<file path="config.mk">
export PLATFORM = sky130hd
export DESIGN_NAME = coef_load_ctrl
export DESIGN_NICKNAME = d
export VERILOG_FILES = /design/src/rtl/coef_load_ctrl.sv
export SDC_FILE = /design/constraint.sdc
export NUM_CORES = 1
export LEC_CHECK = 0
export BUFFER_PORTS_ARGS = -buffer_cell sky130_fd_sc_hd__buf_2
export CAP_MARGIN = 5
export CORE_ASPECT_RATIO = 1.1
export CORE_MARGIN = 3
export CORE_UTILIZATION = 50
export CTS_BUF_LIST = sky130_fd_sc_hd__clkbuf_8
export DETAILED_ROUTE_END_ITERATION = 8
export PLACE_DENSITY = 0.68
export SLEW_MARGIN = 0
export SYNTH_ARGS = -nofsm -noshare
export SYNTH_HDL_FRONTEND = slang
export SYNTH_SLANG_ARGS = --single-unit
</file>
<file path="constraint.sdc">
create_clock -name SCLK -period 2.7 [get_ports SCLK]
set_input_delay 0.405 -clock SCLK [delete_from_list [all_inputs] [get_ports SCLK]]
set_output_delay 0.405 -clock SCLK [all_outputs]
set_load 0.02 [all_outputs]
</file>
<file path="src/rtl/coef_load_ctrl.sv">
// Serial coefficient loader: receives 16-bit frames on cs_n/MOSI and turns them into
// coefficient writes, a 32-entry clear sweep, or an apply handshake with the modulator.
module coef_load_ctrl #(
  parameter int NUM_BANKS = 4,
  parameter int NUM_TAPS  = 8,
  parameter int COEF_W    = 5
) (
  input  logic              SCLK,
  input  logic              reset,
  input  logic              cs_n,
  input  logic              MOSI,
  output logic              wr_en,
  output logic [1:0]        wr_bank,
  output logic [2:0]        wr_idx,
  output logic [COEF_W-1:0] wr_data,
  output logic              apply_req,
  input  logic              apply_ack,
  output logic              busy,
  output logic              frame_err
);

  typedef enum logic [2:0] {
    S_IDLE  = 3'd0,
    S_SHIFT = 3'd1,
    S_EXEC  = 3'd2,
    S_HOLD  = 3'd3,
    S_CLEAR = 3'd4,
    S_APPLY = 3'd5
  } state_t;

  localparam logic [1:0] OP_NOP   = 2'b00;
  localparam logic [1:0] OP_WRITE = 2'b01;
  localparam logic [1:0] OP_APPLY = 2'b10;
  localparam logic [1:0] OP_CLEAR = 2'b11;
  localparam logic [4:0] CLR_LAST = 5'(NUM_BANKS * NUM_TAPS - 1);

  state_t              r_state;
  logic [14:0]         r_shift;
  logic [4:0]          r_cnt;
  logic [1:0]          r_op;
  logic                r_cs_d;
  logic                r_wr_en;
  logic [1:0]          r_wr_bank;
  logic [2:0]          r_wr_idx;
  logic [COEF_W-1:0]   r_wr_data;
  logic                r_apply_req;
  logic                r_busy;
  logic                r_frame_err;

  logic                w_new_frame;
  state_t              w_done_state;

  // A frame start is a falling cs_n; only a fresh frame during busy counts as an error.
  assign w_new_frame  = r_cs_d & ~cs_n;
  assign w_done_state = cs_n ? S_IDLE : S_HOLD;

  assign wr_en     = r_wr_en;
  assign wr_bank   = r_wr_bank;
  assign wr_idx    = r_wr_idx;
  assign wr_data   = r_wr_data;
  assign apply_req = r_apply_req;
  assign busy      = r_busy;
  assign frame_err = r_frame_err;

  // Frame receiver, command execution and all registered outputs.
  always_ff @(posedge SCLK or negedge reset) begin
    if (!reset) begin
      r_state     <= S_IDLE;
      r_shift     <= 15'd0;
      r_cnt       <= 5'd0;
      r_op        <= OP_NOP;
      r_cs_d      <= 1'b1;
      r_wr_en     <= 1'b0;
      r_wr_bank   <= 2'd0;
      r_wr_idx    <= 3'd0;
      r_wr_data   <= '0;
      r_apply_req <= 1'b0;
      r_busy      <= 1'b0;
      r_frame_err <= 1'b0;
    end else begin
      r_cs_d <= cs_n;
      case (r_state)
        S_IDLE: begin
          if (!cs_n) begin
            r_shift <= {14'd0, MOSI};
            r_cnt   <= 5'd1;
            r_state <= S_SHIFT;
          end
        end
        S_SHIFT: begin
          if (cs_n) begin
            r_frame_err <= 1'b1;
            r_cnt       <= 5'd0;
            r_shift     <= 15'd0;
            r_state     <= S_IDLE;
          end else begin
            r_shift <= {r_shift[13:0], MOSI};
            r_cnt   <= r_cnt + 5'd1;
            if (r_cnt == 5'd15) begin
              // r_shift holds frame bits 15..1 here; MOSI is bit 0.
              r_op    <= r_shift[14:13];
              r_cnt   <= 5'd0;
              r_state <= S_EXEC;
              if (r_shift[14:13] == OP_WRITE) begin
                r_wr_en   <= 1'b1;
                r_wr_bank <= r_shift[12:11];
                r_wr_idx  <= r_shift[10:8];
                r_wr_data <= COEF_W'({r_shift[3:0], MOSI});
              end else if (r_shift[14:13] == OP_APPLY) begin
                r_apply_req <= 1'b1;
                r_busy      <= 1'b1;
              end else begin
                r_wr_en <= 1'b0;
              end
            end
          end
        end
        S_EXEC: begin
          r_wr_en <= 1'b0;
          case (r_op)
            OP_NOP: begin
              r_frame_err <= 1'b0;
              r_state     <= S_HOLD;
            end
            OP_WRITE: r_state <= S_HOLD;
            OP_CLEAR: begin
              r_wr_en   <= 1'b1;
              r_wr_bank <= 2'd0;
              r_wr_idx  <= 3'd0;
              r_wr_data <= '0;
              r_busy    <= 1'b1;
              r_state   <= S_CLEAR;
            end
            OP_APPLY: begin
              if (apply_ack) begin
                r_apply_req <= 1'b0;
                r_busy      <= 1'b0;
                r_state     <= w_done_state;
              end else begin
                r_state <= S_APPLY;
              end
            end
            default: r_state <= S_HOLD;
          endcase
        end
        S_HOLD: begin
          if (cs_n) begin
            r_state <= S_IDLE;
          end
        end
        S_CLEAR: begin
          if (w_new_frame) begin
            r_frame_err <= 1'b1;
          end
          if ({r_wr_bank, r_wr_idx} == CLR_LAST) begin
            r_wr_en <= 1'b0;
            r_busy  <= 1'b0;
            r_state <= w_done_state;
          end else begin
            {r_wr_bank, r_wr_idx} <= {r_wr_bank, r_wr_idx} + 5'd1;
          end
        end
        S_APPLY: begin
          if (w_new_frame) begin
            r_frame_err <= 1'b1;
          end
          if (apply_ack) begin
            r_apply_req <= 1'b0;
            r_busy      <= 1'b0;
            r_state     <= w_done_state;
          end
        end
        default: r_state <= S_IDLE;
      endcase
    end
  end

endmodule

</file>
==> results.cfg, run 1 <==
[timing]
setup_tns_ps = 0
tightest_slew_ps = 869
period_share = 0.888
skew_ps = 7.82
clock.fmax_mhz = 417
hold_violations = 0
slew_viol_final = 0
worst_slack_ps = 302
timing.hold.ws_ps = 224
setup_viol = 0
maxSlewHeadroom = 0.421
post-route-min-period_ps = 2400
rsz0062_at_grt = false

[synthesis]
syn_area_per_cell_um2 = 10.3
yosysUniqueCellTypes = 56
synth_edf_count = 0
yosysSeqAreaShare = 0.475
synth_top_cell_by_area = dfrtp_1
yosys.area.top_type_share = 0.463
synth_most_common_cell = dfrtp_1
synthTopCellsByCount = 39 x dfrtp_1, 17 x a22o_1, 17 x nand2_1
synth_area_leaders = dfrtp_1 46%, a22o_1 7.1%, o21ai_0 3.8%
syn_inst = 205
synth_top_flop_cell = dfrtp_1
syn_nets = 213
async_flop_share = 1.00
syn-cell-area_um2 = 2110
synth_warnings = 0
ys_ff_latch = 40

[setup_path]
crit_type = reg2reg
cp.required_ps = 2870
worst_ep_arrival_time_ps = 2570
crit_path_max_fanout = 5
cp-end-kind = flop
crit_path_end = wr_bank[1]
reg2regPathDepth = 7
r2r-end = wr_bank[1]
r2r-start = wr_idx[0]
critPathLaunchType = flop
r2r_slack_ps = 300
crit_path_start = wr_idx[0]

[floorplan]
start_util = 0.524
dieArea_um2 = 5040
rows = 24
io_pins = 19
coreArea_um2 = 4020
die_x_um = 67.9
dieHeight_um = 74.1

[flow_run]
drv_cap = 0

[final_layout]
drive_gt1_frac = 0.198
fillers = 361
fin_nets = 229
antenna_cells = 0
syn2layout_area_growth_pct = 9.73

[drt]
drt-met1-wl_um = 2030
initialDrtViolationCount = 173
routed-wl-met3_um = 241
highest-signal-layer = met4
drtAntennaViolNets = 0
wirelength_um = 4580
vias_per_cell = 6.19
routed-wl-met2_um = 2210
drtPass1Iterations = 4
vias = 1697
drc = 0
routedWlPerCell_um = 16.7

[min_path]
holdCritPathClass = in2async

[pwr]
ir_drop_mv = 0.310
pwr_density_cell_nw_per_um2 = 703
leakage_uw = 0.00105

[grt]
grt_max_degree = 41
antenna_found_initial = 0
grt_overflow_total = 0
grt_first_pass_wirelength_um = 7710
grt_pass1_vias = 1639
grt_usage = 0.204

[outcome]
status = finished clean

[clock_network]
cts.clk_slew.worst_paths_ps = 80
ctsResizeCount = 0
cts_htree_levels = 2
cts_tree = yes
clk_latency_ps = 290
cts_sinks = 40
post_cts_buffers = 0
clock_tree.buffer_depth = 2
holdBufCountCts = 0
root_buffer = clkbuf_8
cts_buffers = 5

[place]
numPortBuffers = 18
gp_congestion = 0.859
pre_cts_ws_ps = 329
dp_hpwl_um = 3210
layer usage:
| layer | GRT usage | up-vias |
|---|---|---|
| met5 | 0 | - |
| met1 | 0.262 | 836 |
| li1 | - | 800 |
| met4 | 0.0839 | 0 |
| met3 | 0.0514 | 11 |
| met2 | 0.329 | 50 |
kinds of logic after synthesis:
logic type      after synthesis  share of synthesized area
compound gates               70                      0.231
simple gates                 64                      0.192
flops                        40                      0.475
buf+inv                      20                     0.0433
mux                           8                     0.0409
fa+ha+maj                     3                     0.0178
metrics by stage:
stage / area, um^2 / power, uW / std cells / util
2_1_floorplan: 2110 / 1130 / 205 / -
3_3_place_gp: 2230 / 1250 / 266 / 0.554
3_5_place_dp: 2230 / 1260 / 266 / 0.554
4_1_cts: 2310 / 1640 / 274 / 0.575
5_1_grt: 2310 / 1740 / 274 / 0.575
6_report: 2310 / 1630 / 274 / 0.575
flip-flops by register name (all words and copies together) (netlist names), 2 cells and up:
| signal | count |
|---|---|
| r_state | 3 |
| wr_bank | 2 |
| r_op | 2 |
| r_cnt | 5 |
| wr_data | 5 |
| r_shift | 15 |
| wr_idx | 3 |
worst min path at each step:
stage | depth (start not counted) | endpoint | slack (ps) | startpoint
CTS | 1 | wr_bank[0] | 260 | reset
floorplan | 0 | apply_req | 110 | reset
detailed placement | 1 | r_cnt[4] | 470 | r_cnt[4]
global route | 1 | wr_bank[0] | 290 | reset
global placement | 1 | r_cnt[4] | 470 | r_cnt[4]
finish | 1 | wr_bank[0] | 220 | reset
where the power goes:
| group | total [uW] | switching [uW] | internal, uW |
|---|---|---|---|
| Combinational | 503 | 308 | 195 |
| Sequential | 746 | 79.8 | 666 |
| Clock | 379 | 202 | 177 |
| Total | 1630 | 590 | 1040 |
layout make-up:
cell class	count	area [um^2]	share of cell area
multi-input cells	145	1020	0.439
inverters	7	26.3	0.0114
well taps	52	65.1	0.0281
clock buffers	5	68.8	0.0297
repair buffers	22	120	0.0519
clock inverters	3	16.3	0.00703
flip-flops and latches	40	1000	0.433
worst max-delay path, stage by stage, from the launching register on:
cell and delay [ps]:
dfrtp_1 440, ha_1 260, and3_1 210, ha_1 230
or3b_2 460, a21oi_2 230, nor2_2 120, mux2_1 340
layout by cell type, fill, tap and decap left out, types with 4 or more instances in the layout:
cell / n
nor3_1: 5
nor2b_1: 5
buf_2: 18
a22o_1: 17
nor3b_1: 5
clkbuf_8: 5
nand2_1: 17
inv_1: 9
o21ai_0: 16
nor2_1: 6
a21oi_1: 11
buf_4: 4
dfrtp_1: 39
No activity file was read; power rests on OpenSTA's default activity.
==> run 2: changes to the inputs <==
--- a/config.mk
+++ b/config.mk
@@ -12,6 +12,7 @@
 export CORE_UTILIZATION = 50
 export CTS_BUF_LIST = sky130_fd_sc_hd__clkbuf_8
 export DETAILED_ROUTE_END_ITERATION = 8
+export GPL_TIMING_DRIVEN = 0
 export PLACE_DENSITY = 0.68
 export SLEW_MARGIN = 0
 export SYNTH_ARGS = -nofsm -noshare
==> results.cfg, run 2 (same netlist as run 1, synthesis figures left out) <==
[setup_path]
cp.required_ps = 2880
crit_path_start = wr_idx[0]
critPathMaxStageDelay_ps = 470
cp-end-kind = flop
path_cells = ha_1 -> and3_1 -> ha_1 -> or3b_2 -> a21oi_2 -> nor2_2 -> mux2_1
critical_path.top_delay_family = simple AND/OR/NAND/NOR gates
critPathLaunchType = flop
crit_path_end = wr_bank[1]
r2r_slack_ps = 350
worst_ep_arrival_time_ps = 2530
worst-path-stages = 7
slowest_stage = or3b_2
cp_common_cell = ha_1
crit_type = reg2reg
crit_buf_inv = 0
r2r-start = wr_idx[0]
r2r-end = wr_bank[1]
crit_path_max_fanout = 5
reg2regPathDepth = 7

[flow_run]
drv_cap = 0

[final_layout]
syn2layout_area_growth_pct = 11.0
layout_commonest_cell = dfrtp_1
antenna_cells = 0
max_flop_register = r_shift
fin_nets = 237
largest_reg_flops = 15
final_cell_mix = 39 x dfrtp_1, 24 x buf_2, 17 x a22o_1, 17 x nand2_1, 16 x o21ai_0
final_util = 0.582
drive_gt1_frac = 0.210

[drt]
vias = 1791
vias_per_cell = 6.37
drc = 0
wirelength_um = 4970
drtPass1Iterations = 4
routedWlPerCell_um = 17.7
drtAntennaViolNets = 0
initialDrtViolationCount = 124

[grt]
grt_usage = 0.217
grt_overflow_total = 0
grt_first_pass_wirelength_um = 8200
grt_pass1_vias = 1681
grt_max_degree = 41
antenna_found_initial = 0

[clock_network]
post_cts_buffers = 0
cts_sinks = 40
cts_buffers = 5
clk_latency_ps = 300
cts_tree = yes
cts_htree_levels = 2
clock_tree.buffer_depth = 2
ctsResizeCount = 0
root_buffer = clkbuf_8
holdBufCountCts = 0
cts.clk_slew.worst_paths_ps = 80

[place]
dp_hpwl_um = 3580
numPortBuffers = 17
gp_congestion = 0.870

[timing]
clock.fmax_mhz = 425
hold_violations = 0
skew_ps = 8.85
tightest_slew_ps = 873
post-route-min-period_ps = 2350
setup_tns_ps = 0
period_share = 0.871
maxSlewHeadroom = 0.418
slew_viol_final = 0
setup_viol = 0
rsz0062_at_grt = false
timing.hold.ws_ps = 212

[outcome]
status = finished clean

[pwr]
pwr_density_cell_nw_per_um2 = 712
leakage_uw = 0.00106
ir_drop_mv = 0.371

[floorplan]
coreArea_um2 = 4020
rows = 24
dieArea_um2 = 5040
start_util = 0.524
dieHeight_um = 74.1
die_x_um = 67.9
io_pins = 19

[min_path]
holdCritPathClass = in2async
-- run 2: metrics by stage --
step	cell area, um^2	total power (uW)	instances	setup slack, ps
4_1_cts	2340	1670	281	332
3_3_place_gp	2260	1270	274	379
3_5_place_dp	2260	1280	274	352
6_report	2340	1670	281	349
2_1_floorplan	2110	1130	205	446
5_1_grt	2340	1770	281	260
-- run 2: worst min-delay path by stage --
stage	start	end	depth (start not counted)
after detailed placement	r_cnt[4]	r_cnt[4]	1
after global routing	cs_n	r_cs_d	1
after floorplan	reset	apply_req	0
after global placement	r_cnt[4]	r_cnt[4]	1
final	reset	wr_en	1
after CTS	cs_n	r_cs_d	1
-- run 2: area by class of cell --
class / count / area, um^2
inverters: 7 / 26.3
clock inverters: 2 / 12.5
fillers: 380 / 1680
flip-flops and latches: 40 / 1000
clock buffers: 5 / 68.8
plain buffers: 13 / 65.1
well taps: 52 / 65.1
repair buffers: 17 / 85.1
multi-input cells: 145 / 1020
-- run 2: power breakdown --
group	switching [uW]	internal, uW	total, uW
registers	62.8	667	729
clock network	209	175	384
logic	355	199	554
total	627	1040	1670
-- run 2: layer usage --
metal | GRT usage | vias up | wire length [um]
li1 | - | 810 | -
met1 | 0.292 | 899 | 2050
met2 | 0.343 | 72 | 2480
met3 | 0.0347 | 10 | 361
met4 | 0.0993 | 0 | 85
met5 | 0 | - | 0
==> run 3: changes to the inputs <==
--- a/config.mk
+++ b/config.mk
@@ -5,7 +5,7 @@
 export SDC_FILE = /design/constraint.sdc
 export NUM_CORES = 1
 export LEC_CHECK = 0
-export BUFFER_PORTS_ARGS = -buffer_cell sky130_fd_sc_hd__buf_2
+export BUFFER_PORTS_ARGS = -buffer_cell sky130_fd_sc_hd__buf_4
 export CAP_MARGIN = 5
 export CORE_ASPECT_RATIO = 1.1
 export CORE_MARGIN = 3
@@ -14,6 +14,7 @@
 export DETAILED_ROUTE_END_ITERATION = 8
 export GPL_TIMING_DRIVEN = 0
 export PLACE_DENSITY = 0.68
+export RECOVER_POWER = 100
 export SLEW_MARGIN = 0
 export SYNTH_ARGS = -nofsm -noshare
 export SYNTH_HDL_FRONTEND = slang
==> results.cfg, run 3 (same netlist as run 1, synthesis figures left out) <==
[clock_network]
root_buffer = clkbuf_8
holdBufCountCts = 0
cts_buffers = 5
clk_latency_ps = 290
clock_tree.buffer_depth = 2
cts_tree = yes
post_cts_buffers = 0
cts_htree_levels = 2
cts.clk_slew.worst_paths_ps = 80
cts_sinks = 40
ctsResizeCount = 0

[timing]
clock.fmax_mhz = 411
rsz0062_at_grt = false
period_share = 0.901
setup_tns_ps = 0
tightest_slew_ps = 2110
maxSlewHeadroom = -0.404
slew_viol_final = 41
skew_ps = 8.86
setup_viol = 0
hold_violations = 0
post-route-min-period_ps = 2430
timing.hold.ws_ps = 305

[setup_path]
worst_ep_arrival_time_ps = 2610
crit_path_max_fanout = 5
crit_type = reg2reg
critPathLaunchType = flop
cp-end-kind = flop
cp.required_ps = 2880

[grt]
antenna_found_initial = 0
grt_pass1_vias = 1701
grt_max_degree = 41
grt_usage = 0.223
grt_first_pass_wirelength_um = 8340
grt_overflow_total = 0

[floorplan]
start_util = 0.524
dieArea_um2 = 5040
dieHeight_um = 74.1
io_pins = 19
coreArea_um2 = 4020
die_x_um = 67.9
rows = 24

[drt]
wirelength_um = 5050
vias = 1762
vias_per_cell = 6.27
drtAntennaViolNets = 0
initialDrtViolationCount = 192
drc = 0
routedWlPerCell_um = 18.0
drtPass1Iterations = 4

[pwr]
leakage_uw = 0.000963
ir_drop_mv = 0.423
intPower_uw = 1030
netSwitchingPower_uw = 629
p_sw_frac = 0.379
pwr_density_cell_nw_per_um2 = 721
sequentialPowerShare = 0.441
clockPowerShare = 0.232
combPwrFrac = 0.327

[place]
dp_hpwl_um = 3530
gp_congestion = 0.939
numPortBuffers = 17

[outcome]
violations = capacitance limit, slew limit
status = complete, but fails checks

[final_layout]
fin_nets = 237
antenna_cells = 0
drive_gt1_frac = 0.100
largest_reg_flops = 15
final_cell_mix = 39 x dfrtp_1, 24 x clkbuf_1, 17 x o21ai_0, 17 x a22o_1, 17 x nand2_1
layout_commonest_cell = dfrtp_1
max_flop_register = r_shift
syn2layout_area_growth_pct = 9.07

[flow_run]
drv_cap = 1

[min_path]
holdCritPathClass = in2reg
run 3: layout make-up:
type	instances	area, um^2
plain buffers	13	60.1
clock inverters	2	12.5
flip-flops and latches	40	1000
clock buffers	5	68.8
fillers	368	1720
well taps	52	65.1
repair buffers	17	67.6
inverters	7	26.3
multi-input cells	145	998
run 3: power by group through the flow:
stage                     clock network, uW  registers, uW  logic (uW)
after floorplan                           0            741         391
after global placement                    0            736         553
after detailed placement                  0            740         553
after CTS                               396            729         560
after global routing                    425            737         598
final                                   385            732         542
run 3: through the flow:
| stage | util | total power (uW) | cells | instance area (um^2) | worst slack (ps) |
|---|---|---|---|---|---|
| after floorplan | - | 1130 | 205 | 2110 | 446 |
| after global placement | 0.572 | 1290 | 274 | 2300 | 367 |
| after detailed placement | 0.572 | 1290 | 274 | 2300 | 321 |
| after CTS | 0.592 | 1680 | 281 | 2380 | 304 |
| after global routing | 0.572 | 1760 | 281 | 2300 | 168 |
| final | 0.572 | 1660 | 281 | 2300 | 267 |
run 3: worst max-delay path: stages (launching register included):
cell and delay, ps:
dfrtp_1 450, ha_1 260, and3_1 190, ha_1 260
or3b_2 480, a21oi_2 200, nor2_1 150, mux2_1 340
run 3: metal layers:
| layer | wire (um) | up-vias | GRT usage |
|---|---|---|---|
| li1 | - | 810 | - |
| met1 | 2200 | 864 | 0.299 |
| met2 | 2440 | 75 | 0.348 |
| met3 | 279 | 13 | 0.0438 |
| met4 | 122 | 0 | 0.104 |
| met5 | 0 | - | 0 |
run 3: final timing paths:
path                           start  cells past startpoint  slack [ps]          to
min in group asynchronous      reset                      1         710        busy
hold / removal                  cs_n                      1         300      r_cs_d
setup reg to reg           wr_idx[0]                      7         270  wr_bank[1]
max in group asynchronous      reset                      1         780    r_cnt[2]
setup / recovery           wr_idx[0]                      7         270  wr_bank[1]
hold reg to reg             r_cnt[4]                      1         480    r_cnt[4]
